$ cat src/rtl/sram_arbiter.sv
// sram_arbiter: shares one external SRAM between the instruction-fetch port
// and the data port. One transaction at a time: IDLE -> ACCESS -> DONE.
// A watchdog aborts an ACCESS that never sees MRDY within TIMEOUT cycles.
// Optional feature macro: ARB_ROUND_ROBIN_EN (round-robin grant); when it is
// undefined the data port has fixed priority over the instruction port.
module sram_arbiter #(
  parameter int unsigned TMO_W   = 8,
  parameter int unsigned TIMEOUT = 255
) (
  input  logic        CLK,
  input  logic        RST,
  // instruction port (read-only)
  input  logic        IREQ,
  input  logic [31:0] IADDR,
  output logic        IACK,
  output logic [31:0] IDOUT,
  output logic        IERR,
  // data port
  input  logic        DREQ,
  input  logic [31:0] DADDR,
  input  logic [31:0] DDIN,
  input  logic        DWE,
  output logic        DACK,
  output logic [31:0] DDOUT,
  output logic        DERR,
  // SRAM side
  output logic [31:0] MADDR,
  output logic [31:0] MDIN,
  output logic        MWE,
  output logic        MEN,
  input  logic [31:0] MDOUT,
  input  logic        MRDY,
  // status
  output logic        BUSY
);

  localparam int unsigned DW = 32;
  // Watchdog value seen during the last allowed ACCESS cycle.
  localparam logic [TMO_W-1:0] TMO_LAST = TMO_W'(TIMEOUT - 1);

  typedef enum logic [1:0] {
    S_IDLE   = 2'd0,
    S_ACCESS = 2'd1,
    S_DONE   = 2'd2
  } state_e;

  state_e            state_q, state_d;
  logic [DW-1:0]     addr_q, addr_d;
  logic [DW-1:0]     wdata_q, wdata_d;
  logic              we_q, we_d;
  logic              gnt_data_q, gnt_data_d;
  logic [TMO_W-1:0]  wdog_q, wdog_d;
  logic              men_q, men_d;
  logic              mwe_q, mwe_d;
  logic              busy_q, busy_d;
  logic              iack_q, iack_d;
  logic              dack_q, dack_d;
  logic [DW-1:0]     idout_q, idout_d;
  logic [DW-1:0]     ddout_q, ddout_d;
  logic              ierr_q, ierr_d;
  logic              derr_q, derr_d;

  logic              pick_data_c;
  logic              done_c;
  logic [DW-1:0]     res_data_c;
  logic              res_err_c;

`ifdef ARB_ROUND_ROBIN_EN
  // 1: data port wins the next simultaneous request; reset favours instruction.
  logic              prio_data_q, prio_data_d;

  // Round-robin winner selection: a lone request always wins.
  always_comb begin
    pick_data_c = DREQ && (!IREQ || prio_data_q);
  end

  // Round-robin pointer register.
  always_ff @(posedge CLK or negedge RST) begin
    if (!RST) begin
      prio_data_q <= 1'b0;
    end else begin
      prio_data_q <= prio_data_d;
    end
  end
`else
  // Fixed priority: data port always beats instruction port.
  always_comb begin
    pick_data_c = DREQ;
  end
`endif

  // State, latched request and registered output flops.
  always_ff @(posedge CLK or negedge RST) begin
    if (!RST) begin
      state_q    <= S_IDLE;
      addr_q     <= '0;
      wdata_q    <= '0;
      we_q       <= 1'b0;
      gnt_data_q <= 1'b0;
      wdog_q     <= '0;
      men_q      <= 1'b0;
      mwe_q      <= 1'b0;
      busy_q     <= 1'b0;
      iack_q     <= 1'b0;
      dack_q     <= 1'b0;
      idout_q    <= '0;
      ddout_q    <= '0;
      ierr_q     <= 1'b0;
      derr_q     <= 1'b0;
    end else begin
      state_q    <= state_d;
      addr_q     <= addr_d;
      wdata_q    <= wdata_d;
      we_q       <= we_d;
      gnt_data_q <= gnt_data_d;
      wdog_q     <= wdog_d;
      men_q      <= men_d;
      mwe_q      <= mwe_d;
      busy_q     <= busy_d;
      iack_q     <= iack_d;
      dack_q     <= dack_d;
      idout_q    <= idout_d;
      ddout_q    <= ddout_d;
      ierr_q     <= ierr_d;
      derr_q     <= derr_d;
    end
  end

  // Next-state, request latching, watchdog and completion logic.
  always_comb begin
    state_d     = state_q;
    addr_d      = addr_q;
    wdata_d     = wdata_q;
    we_d        = we_q;
    gnt_data_d  = gnt_data_q;
    wdog_d      = wdog_q;
    idout_d     = idout_q;
    ddout_d     = ddout_q;
    ierr_d      = ierr_q;
    derr_d      = derr_q;
    iack_d      = 1'b0;
    dack_d      = 1'b0;
    done_c      = 1'b0;
    res_data_c  = '0;
    res_err_c   = 1'b0;
`ifdef ARB_ROUND_ROBIN_EN
    prio_data_d = prio_data_q;
`endif

    unique case (state_q)
      S_IDLE: begin
        if (IREQ || DREQ) begin
          gnt_data_d  = pick_data_c;
          addr_d      = pick_data_c ? DADDR : IADDR;
          wdata_d     = pick_data_c ? DDIN : '0;
          we_d        = pick_data_c && DWE;
          wdog_d      = '0;
          state_d     = S_ACCESS;
`ifdef ARB_ROUND_ROBIN_EN
          prio_data_d = !pick_data_c;
`endif
        end
      end

      S_ACCESS: begin
        wdog_d = wdog_q + TMO_W'(1);
        if (MRDY) begin
          done_c     = 1'b1;
          res_data_c = MDOUT;
          res_err_c  = 1'b0;
        end else if (wdog_q == TMO_LAST) begin
          done_c     = 1'b1;
          res_data_c = '0;
          res_err_c  = 1'b1;
        end
        if (done_c) begin
          state_d = S_DONE;
          if (gnt_data_q) begin
            dack_d  = 1'b1;
            ddout_d = res_data_c;
            derr_d  = res_err_c;
          end else begin
            iack_d  = 1'b1;
            idout_d = res_data_c;
            ierr_d  = res_err_c;
          end
        end
      end

      S_DONE: begin
        state_d = S_IDLE;
      end

      default: begin
        state_d = S_IDLE;
      end
    endcase
  end

  // SRAM strobes and status follow the state being entered.
  always_comb begin
    men_d  = (state_d == S_ACCESS);
    mwe_d  = (state_d == S_ACCESS) && we_d;
    busy_d = (state_d != S_IDLE);
  end

  assign MADDR = addr_q;
  assign MDIN  = wdata_q;
  assign MWE   = mwe_q;
  assign MEN   = men_q;
  assign BUSY  = busy_q;
  assign IACK  = iack_q;
  assign IDOUT = idout_q;
  assign IERR  = ierr_q;
  assign DACK  = dack_q;
  assign DDOUT = ddout_q;
  assign DERR  = derr_q;

endmodule

$ cat config.mk
export PLATFORM = sky130hd
export DESIGN_NAME = sram_arbiter
export DESIGN_NICKNAME = d
export VERILOG_FILES = /design/src/rtl/sram_arbiter.sv
export SDC_FILE = /design/constraint.sdc
export NUM_CORES = 1
export LEC_CHECK = 0
export BUFFER_PORTS_ARGS = -buffer_cell sky130_fd_sc_hd__buf_2
export CAP_MARGIN = 10
export CORE_MARGIN = 1.5
export CORE_UTILIZATION = 45
export DETAILED_ROUTE_END_ITERATION = 8
export HOLD_SLACK_MARGIN = 0.03
export PLACE_DENSITY_LB_ADDON = 0.3
export SETUP_SLACK_MARGIN = 0.02
export SYNTH_ARGS = -nofsm -noshare
export SYNTH_HDL_FRONTEND = slang
export SYNTH_SLANG_ARGS = --single-unit
$ cat constraint.sdc
create_clock -name CLK -period 2.8 [get_ports CLK]
set_input_delay 0.56 -clock CLK [delete_from_list [all_inputs] [get_ports CLK]]
set_output_delay 0.56 -clock CLK [all_outputs]
set_load 0.01 [all_outputs]
==> flow_summary.json <==
{
  "finalSetupViolCount": 0,
  "cts_hold_buf": 0,
  "numCtsBuffers": 17,
  "status": "finished clean",
  "post-cts-setup-buffer-count": 0,
  "area_growth_pct": 34.86,
  "ios": 269,
  "postSynthCellCount": 436,
  "drive_gt1_share_pct": 44.15,
  "grt_max_degree": 66,
  "drv_cap": 0,
  "stdcell_area_sq_um": 7730,
  "finalCritPeriodShare_pct": 75.48,
  "synth_top_family_by_area": "compound AO/OA/AOI/OAI gates",
  "routed_wirelength_um": 14710,
  "netlist_area_sq_um": 5732,
  "cts_resized": 0,
  "antenna_found_initial": 1,
  "worst_clock_skew_ns": 0.007427,
  "grtUsageTotal_pct": 22.16,
  "ys_warn_count": 0,
  "layout_common_cells": "buf_2, dfrtp_1, a22o_1",
  "clkLatencyLatePin_ns": 0.41,
  "period_minus_slack_ns": 2.113,
  "layout_setup_ws_ns": 0.6867,
  "rr_endpoint": "MWE",
  "synth.area.mux_share_pct": 5.763,
  "synth_top_area_cell": "dfrtp_1",
  "worst_slew_pin_slew_ns": 1.204,
  "worst_setup_path_end_kind": "flop",
  "synthArstFlopShare_pct": 100.0,
  "overflow": 0,
  "grt_pass1_wl_um": 22710,
  "drtPass1Iterations": 4,
  "ir_drop_v": 0.0005398,
  "core-area_sq_um": 12520,
  "finalPower_mw": 8.998,
  "die_h_um": 115.9,
  "synth_nets": 572,
  "drc": 0,
  "arrival_ns": 2.46,
  "synth_area_leaders": "dfrtp_1, a22o_1, mux2i_1",
  "cp-start-kind": "flop",
  "holdWs_ns": 0.1300,
  "synthXorXnorAreaFrac_pct": 0,
  "finalHoldViolations": 0,
  "via_per_inst": 5.137,
  "synth_seq_cells": 147,
  "final_nets": 833,
  "worst-setup-path-type": "flop to flop",
  "place_ws_ns": 0.6759,
  "rr_worst_depth": 4,
  "synth.distinct_cells": 29,
  "antenna_left": 0,
  "synth_ff_type": "dfrtp_1",
  "cts_tree": "built",
  "cts.clk_slew.worst_paths_ns": 0.06,
  "setup_tns_ns": 0,
  "final_common_cell": "buf_2",
  "synth_edf_count": 0,
  "placed_area_sq_um": 7148,
  "synth-compound-area-share_pct": 19.84,
  "p_per_area_nw_per_um2": 1164,
  "hp-class": "input port to asynchronous set/reset pin",
  "rows": 41,
  "hpwl_um": 10460,
  "syn_area_per_cell_sq_um": 13.15,
  "max_slew_margin_pct": 19.72,
  "max_freq_mhz": 473.2,
  "clock_path_buffers": 2,
  "synth_top_area_share_pct": 64.18,
  "io_buffer_count": 268,
  "rsz0062_at_grt": "false",
  "grt_pass1_vias": 4494,
  "r2r_start": "state_q[0]",
  "cts-root-buf": "clkbuf_16",
  "rrSetupSlack_ns": 0.69,
  "ys_seq_area_share_pct": 64.18,
  "cts.sinks": 147,
  "report.final.slew_viol_count": 0,
  "fp.dieW_um": 115.9,
  "leakagePower_nw": 4.135,
  "yosys.area_share.simple_pct": 5.305,
  "h-tree-depth": 4,
  "crit_required_ns": 3.15,
  "place_congestion": 0.7966,
  "num_vias": 4531,
  "initial_core_util_pct": 45.79,
  "synthAdderAreaFrac_pct": 0.4366,
  "die-area_sq_um": 13420,
  "drtIter0Drc": 300,
  "wl_per_cell_um": 16.68,
  "path_max_fanout": 34
}
-- sequential cells by signal (all words and copies together), names as in the netlist --
register	cells
BUSY	1
IACK	1
MDIN	32
state_q	2
IERR	1
gnt_data_q	1
wdog_q	8
MWE	1
MADDR	32
DACK	1
MEN	1
IDOUT	32
we_q	1
DDOUT	32
DERR	1
-- critical path, cell delays in order (launching register included) --
cell and delay [ns]:
dfrtp_1 0.41, nor2_1 0.28, and2_1 0.99, a22o_1 0.26, and2_1 0.12
-- cell usage after synthesis (4+ instances only) --
master    instances
clkbuf_1          5
o21ai_0          33
a22o_1           97
dfrtp_1         147
o21ai_1          13
and2_1            4
nor2_1            7
buf_4             5
buf_6             9
nand2_1          37
mux2i_1          33
nand3_1           5
buf_2            16
-- through the flow --
stage	std cells	utilization, %
after CTS	881	61.74
after global placement	850	57.11
after detailed placement	850	57.11
after floorplan	436	-
after global routing	882	61.76
final	882	61.76
-- layout make-up --
class | count | area, sq um
antenna | 1 | 2.502
tap | 172 | 215.2
timing repair buffer | 277 | 1428
multi-input combinational | 249 | 1808
inverter | 5 | 18.77
fill | 1054 | 4787
sequential | 147 | 3679
clock inverter | 9 | 105.1
clock buffer | 22 | 474.2
-- where the power goes --
| group | internal, mW | switching, mW |
|---|---|---|
| logic | 1.46 | 1.72 |
| clock network | 1.37 | 0.828 |
| registers | 3.08 | 0.533 |
-- metal layers --
| layer | wire length, um | GRT usage, % | share of wire (%) | up-vias |
|---|---|---|---|---|
| met2 | 7281 | 37.49 | 49 | 193 |
| li1 | - | - | - | 2127 |
| met5 | 0 | 0 | 0 | - |
| met4 | 291 | 8.455 | 2.0 | 0 |
| met1 | 5963 | 26.32 | 41 | 2190 |
| met3 | 1178 | 7.322 | 8.0 | 21 |
-- worst max path at each step --
| stage | endpoint | slack [ns] | start |
|---|---|---|---|
| 3_5_place_dp | MWE | 0.68 | state_q[0] |
| 2_1_floorplan | IDOUT[22] | 1.29 | wdog_q[0] |
| 3_3_place_gp | MWE | 0.77 | DREQ |
| 4_1_cts | MWE | 0.68 | state_q[0] |
| 6_report | MWE | 0.69 | state_q[0] |
| 5_1_grt | MWE | 0.52 | state_q[0] |
-- cells by family (layout without fill, tap and decap cells) --
| kind of cell | Yosys count | count (layout) |
|---|---|---|
| compound gates | 150 | 150 |
| fa+ha+maj | 2 | 2 |
| buf+inv | 40 | 313 |
| flops | 147 | 147 |
| mux | 33 | 33 |
| other cells | 0 | 1 |
| simple gates | 64 | 64 |
(Power assumes the default switching activity.)
